==> src/rtl/vp_recovery_pkg.sv <==
// vp_recovery_pkg: shared types and constants for the value-prediction
// recovery controller.
`ifndef ADDR_WIDTH
`define ADDR_WIDTH 32
`endif

package vp_recovery_pkg;

    typedef enum logic [2:0] {
        IDLE,
        ARMED,
        FLUSH,
        REDIRECT,
        DONE
    } vp_rec_state_t;

    localparam int PC_STEP = 4;
    localparam int AW      = `ADDR_WIDTH;

    // Bits needed to hold 0..max, never narrower than one bit.
    function automatic int cnt_w(input int max);
        return (max < 1) ? 1 : $clog2(max + 1);
    endfunction

endpackage

==> src/rtl/vp_sat_counter.sv <==
// vp_sat_counter: clearable up-counter that stops at MAX.
// Used for speculation depth, watchdog, flush length and statistics.
module vp_sat_counter #(
    parameter int WIDTH = 8,
    parameter int MAX   = 255
) (
    input  logic             clk,
    input  logic             rst,
    input  logic             clr,
    input  logic             inc,
    output logic [WIDTH-1:0] count,
    output logic             at_max
);

    localparam logic [WIDTH-1:0] MAX_V = WIDTH'(MAX);

    assign at_max = (count == MAX_V);

    // Clear wins over increment; increment stops at MAX.
    always_ff @(posedge clk) begin
        if (rst || clr) begin
            count <= '0;
        end else if (inc && !at_max) begin
            count <= count + WIDTH'(1);
        end
    end

endmodule

==> src/rtl/vp_recovery_ctrl.sv <==
// vp_recovery_ctrl: speculation tracking, flush and fetch redirect after a
// value mispredict. Statistics counters exist only with VP_RECOVERY_STATS_EN.
module vp_recovery_ctrl
    import vp_recovery_pkg::*;
#(
    parameter int MAX_SPEC     = 8,
    parameter int FLUSH_CYCLES = 2,
    parameter int TIMEOUT      = 64,
    parameter int CNT_WIDTH    = 16
) (
    input  logic                   clk,
    input  logic                   rst,
    input  logic                   vp_start,
    input  logic [`ADDR_WIDTH-1:0] vp_pc,
    input  logic                   vp_done,
    input  logic                   vp_recover,
    input  logic                   spec_issue,
    input  logic                   redirect_ready,
    output logic                   recover_en,
    output logic                   recovery_done,
    output logic                   flush,
    output logic                   redirect_valid,
    output logic [`ADDR_WIDTH-1:0] redirect_pc,
    output logic                   spec_stall,
    output logic                   busy,
    output logic [CNT_WIDTH-1:0]   mispredict_cnt,
    output logic [CNT_WIDTH-1:0]   correct_cnt,
    output logic [CNT_WIDTH-1:0]   timeout_cnt
);

    localparam int SW = cnt_w(MAX_SPEC);
    localparam int WW = cnt_w(TIMEOUT - 1);
    localparam int FW = cnt_w(FLUSH_CYCLES - 1);

    vp_rec_state_t          state;
    vp_rec_state_t          nxt;
    logic [`ADDR_WIDTH-1:0] saved_pc;

    logic [SW-1:0] spec_cnt;
    logic [WW-1:0] wdog_cnt;
    logic [FW-1:0] fl_cnt;
    logic          spec_at_max;
    logic          wdog_at_max;
    logic          fl_at_max;
    logic          spec_full;
    logic          wdog_hit;
    logic          fl_hit;
    logic          armed;
    logic          in_flush;

    assign armed    = (state == ARMED);
    assign in_flush = (state == FLUSH);

    vp_sat_counter #(
        .WIDTH(SW),
        .MAX  (MAX_SPEC)
    ) u_spec (
        .clk   (clk),
        .rst   (rst),
        .clr   (!armed),
        .inc   (armed && spec_issue && !spec_at_max),
        .count (spec_cnt),
        .at_max(spec_at_max)
    );

    vp_sat_counter #(
        .WIDTH(WW),
        .MAX  (TIMEOUT - 1)
    ) u_wdog (
        .clk   (clk),
        .rst   (rst),
        .clr   (!armed),
        .inc   (armed && !wdog_at_max),
        .count (wdog_cnt),
        .at_max(wdog_at_max)
    );

    vp_sat_counter #(
        .WIDTH(FW),
        .MAX  (FLUSH_CYCLES - 1)
    ) u_flush (
        .clk   (clk),
        .rst   (rst),
        .clr   (!in_flush),
        .inc   (in_flush && !fl_at_max),
        .count (fl_cnt),
        .at_max(fl_at_max)
    );

    assign spec_full = (spec_cnt == SW'(MAX_SPEC));
    assign wdog_hit  = (wdog_cnt == WW'(TIMEOUT - 1));
    assign fl_hit    = (fl_cnt == FW'(FLUSH_CYCLES - 1));

    assign spec_stall = (armed && spec_full)
                      || in_flush
                      || (state == REDIRECT);

    // Next state: mispredict beats timeout beats correct completion.
    always_comb begin
        nxt = state;
        unique case (state)
            IDLE: begin
                if (vp_start) nxt = ARMED;
            end
            ARMED: begin
                if (vp_recover)    nxt = FLUSH;
                else if (wdog_hit) nxt = FLUSH;
                else if (vp_done)  nxt = IDLE;
            end
            FLUSH: begin
                if (fl_hit) nxt = REDIRECT;
            end
            REDIRECT: begin
                if (redirect_ready) nxt = DONE;
            end
            DONE: begin
                nxt = IDLE;
            end
            default: nxt = IDLE;
        endcase
    end

    // State register with outputs registered from the next state.
    always_ff @(posedge clk) begin
        if (rst) begin
            state          <= IDLE;
            recover_en     <= 1'b0;
            flush          <= 1'b0;
            redirect_valid <= 1'b0;
            recovery_done  <= 1'b0;
            busy           <= 1'b0;
            saved_pc       <= '0;
            redirect_pc    <= '0;
        end else begin
            state          <= nxt;
            recover_en     <= (nxt == ARMED);
            flush          <= (nxt == FLUSH);
            redirect_valid <= (nxt == REDIRECT);
            recovery_done  <= (nxt == DONE);
            busy           <= (nxt != IDLE);
            if (state == IDLE && vp_start) begin
                saved_pc <= vp_pc;
            end
            if (in_flush && nxt == REDIRECT) begin
                redirect_pc <= saved_pc + `ADDR_WIDTH'(PC_STEP);
            end
        end
    end

`ifdef VP_RECOVERY_STATS_EN
    logic mis_ev;
    logic to_ev;
    logic ok_ev;
    logic mis_full;
    logic to_full;
    logic ok_full;

    assign mis_ev = armed && vp_recover;
    assign to_ev  = armed && !vp_recover && wdog_hit;
    assign ok_ev  = armed && !vp_recover && !wdog_hit && vp_done;

    vp_sat_counter #(
        .WIDTH(CNT_WIDTH),
        .MAX  ((2 ** CNT_WIDTH) - 1)
    ) u_mis_cnt (
        .clk   (clk),
        .rst   (rst),
        .clr   (1'b0),
        .inc   (mis_ev && !mis_full),
        .count (mispredict_cnt),
        .at_max(mis_full)
    );

    vp_sat_counter #(
        .WIDTH(CNT_WIDTH),
        .MAX  ((2 ** CNT_WIDTH) - 1)
    ) u_to_cnt (
        .clk   (clk),
        .rst   (rst),
        .clr   (1'b0),
        .inc   (to_ev && !to_full),
        .count (timeout_cnt),
        .at_max(to_full)
    );

    vp_sat_counter #(
        .WIDTH(CNT_WIDTH),
        .MAX  ((2 ** CNT_WIDTH) - 1)
    ) u_ok_cnt (
        .clk   (clk),
        .rst   (rst),
        .clr   (1'b0),
        .inc   (ok_ev && !ok_full),
        .count (correct_cnt),
        .at_max(ok_full)
    );
`else
    assign mispredict_cnt = '0;
    assign timeout_cnt    = '0;
    assign correct_cnt    = '0;
`endif

endmodule
==> config.mk <==
export PLATFORM = sky130hd
export DESIGN_NAME = vp_recovery_ctrl
export DESIGN_NICKNAME = d
export VERILOG_FILES = /design/src/rtl/vp_recovery_pkg.sv /design/src/rtl/vp_sat_counter.sv /design/src/rtl/vp_recovery_ctrl.sv
export SDC_FILE = /design/constraint.sdc
export NUM_CORES = 1
export LEC_CHECK = 0
export CORE_AREA = 2 2 119 121
export CTS_CLUSTER_SIZE = 40
export DETAILED_ROUTE_END_ITERATION = 16
export DIE_AREA = 0 0 121 123
export PLACE_DENSITY = 0.66
export SYNTH_ARGS = -nofsm -noshare
export SYNTH_HDL_FRONTEND = slang
export SYNTH_SLANG_ARGS = --single-unit
==> constraint.sdc <==
create_clock -name clk -period 4.2 [get_ports clk]
set_clock_uncertainty 0.1 [all_clocks]
set_input_delay 0.84 -clock clk [delete_from_list [all_inputs] [get_ports clk]]
set_output_delay 0.84 -clock clk [all_outputs]
set_load 0.1 [all_outputs]
==> metrics.yaml <==
fp.dieArea_mm2: 0.01488
hold_start: "saved_pc[0]"
wl_met3_um: 572
synth-seq-area-share_pct: 41.47
ys_warn_count: 0
cts_inserted_buffers: 9
end_kind: "primary output"
grt_use_total_pct: 13.63
grt_first_pass_wirelength_um: 15840
vdd_drop_max_uv: 179.9
wl_met2_um: 4680
vias: 3516
antenna_found_initial: 0
clkTransAtPathRegs_ns: 0.06
grt_pass1_vias: 3315
firstDrtPassIters: 6
critPathLaunchType: "flop"
syn_area_mm2: 0.004006
crit_type: "reg2out"
fillCellCount: 1415
worstHoldEndpoint: "redirect_pc[0]"
drt-met1-wl_um: 4440
synth_area_leaders: "dfxtp_1 (41%), buf_4 (9.0%), nand2_1 (8.3%)"
rsz0062_at_grt: "no"
synthCells: 501
finalCriticalPeriod_ns: 3.425
leakage_nw: 1.768
grt_max_degree: 62
fp.dieW_um: 121
via_per_inst: 4.713
row_count: 43
synth_edf_count: 0
setup_violations: 0
cts_buffer_depth: 2
drt-wirelength-per-cell_um: 13.27
dpl.cell_count: 730
ff2ff_setup_slack_ns: 1.56
holdWs_ns: 0.3540
postCtsSetupRepairBufs: 0
finalMaxSlewViolations: 0
worstPathRequired_ns: 3.26
rr_startpoint: "saved_pc[7]"
cts.sinks: 83
drive_gt1_share_pct: 4.947
crit_fanout: 3
clk_latency_ns: 0.34
final_cells: 746
power_mw: 2.124
finalNetCount: 604
portBuffers: 76
diodes: 0
arrival_ns: 2.49
synth_top_area_cell: "dfxtp_1"
drc: 0
cts-htree-levels: 3
power_per_cell_area_mw_per_mm2: 416.8
synth.top_cell.area_share_pct: 41.47
core_mm2: 0.01361
synth_cell_type_count: 41
clockRootBuffer: "clkbuf_16"
tns_ns: 0
cts_tree: "yes"
ant_nets: 0
synth_async_sr_flop_share_pct: 0
hold_viol_final: 0
maxSlewHeadroom_pct: 15.86
die_h_um: 123
regArea_mm2: 0.001662
drt_iter0_markers: 182
fin_crit_sh_pct: 81.55
clock.fmax_mhz: 292.0
start_util_pct: 29.43
cap_viol_max_count: 0
hold-path-cell-count: 2
io_pins: 125
gp_congestion: 0.8449
dominantRegCellSynth: "dfxtp_1"
multi_input_area_mm2: 0.002039
status: "finished clean"
hold_class: "reg2reg"
hold_buffers: 0
cts-resized-gates: 0
r2r-end: "redirect_pc[25]"
synth_common_cells: "nand2_1 (89), dfxtp_1 (83), nor2_1 (49), buf_4 (48), a21oi_1 (40)"
yosys_register_bits: 83
dp_hpwl_um: 7027
synth.most_common_cell: "nand2_1"
rr_worst_depth: 4
syn_to_final_growth_pct: 27.20
grt-ovfl-total: 0
top_layer_used: "met4"
drt_wl_total_um: 9902
worst_pin_slew_ns: 1.252
syn_avg_cell_area_um2: 7.997
layout by cell type, fill, tap and decap left out, types with 3 or more instances in the layout:
cell	instances
a211oi_1	21
a21oi_1	40
a311oi_1	7
and4_1	9
buf_4	4
bufinv_16	3
clkbuf_16	9
clkdlybuf4s50_1	75
conb_1	48
dfxtp_1	83
ha_1	4
inv_1	9
nand2_1	89
nand3_1	10
nand4_1	9
nor2_1	49
nor3_1	9
nor4_1	20
o211ai_1	4
o21ai_0	8
or3_1	3
or4_1	4
xnor2_1	9
xor2_1	9
per-stage QoR:
step	worst slack, ns	utilization, %	instance area, um^2
floorplan	1.267	-	4183
global placement	1.250	34.87	4746
detailed placement	1.122	34.87	4746
CTS	0.7501	37.44	5096
global route	0.6287	37.44	5096
finish	0.7748	37.44	5096
per-layer routing:
metal  track usage (%)  vias to the layer above
met2             22.44                      109
met5                 0                        -
met1             16.80                     1608
li1                  -                     1784
met4             6.177                        0
met3             3.459                       15
area by class of cell:
class / count / area share, %
Multi-Input combinational cell: 378 / 40.02
Sequential cell: 83 / 32.60
Timing Repair Buffer: 80 / 15.42
Clock buffer: 10 / 4.689
Tap cell: 180 / 4.419
Clock inverter: 6 / 2.185
Inverter: 9 / 0.6629
cells by family (layout without fill, tap and decap cells):
group	count (synthesis)	count (layout)	synth area share, %
buffers and inverters	87	105	12.68
AND/OR/NAND/NOR	215	215	25.58
flip-flops	83	83	41.47
AO/OA/AOI/OAI	91	91	14.49
adder cells (fa/ha/maj)	4	4	1.249
XOR/XNOR	18	18	3.935
other	1	48	0.09360
multiplexers	2	2	0.4997
worst max-delay path: stages, from the launching register on:
cell and delay, ns:
dfxtp_1 0.33, inv_1 0.11, ha_1 0.18, nand2_1 0.09, nor2_1 0.10, a21oi_1 0.07
nor2_1 0.12, clkdlybuf4s50_1 1.15
registers in the layout, indices dropped and copies added, names as in the netlist:
register,flops
u_wdog.count,6
recover_en,1
flush,1
state,3
busy,1
u_flush.at_max,1
u_spec.count,4
recovery_done,1
redirect_valid,1
redirect_pc,32
saved_pc,32
how the worst max path moves through the flow:
stage,cells after the start,slack (ns),from,to
floorplan,6,1.27,u_spec.count[0],spec_stall
detailed placement,7,1.12,u_spec.count[0],spec_stall
global placement,7,1.25,u_spec.count[0],spec_stall
CTS,7,0.75,u_spec.count[0],spec_stall
global route,7,0.63,u_spec.count[0],spec_stall
finish,7,0.77,u_spec.count[0],spec_stall
power by group:
group | switching (mW) | internal, mW | leakage (nW)
Sequential | 0.0342 | 0.815 | 0.675
Combinational | 0.291 | 0.0736 | 0.924
Clock | 0.312 | 0.598 | 0.169
Total | 0.638 | 1.49 | 1.77
(Power assumes the default switching activity.)
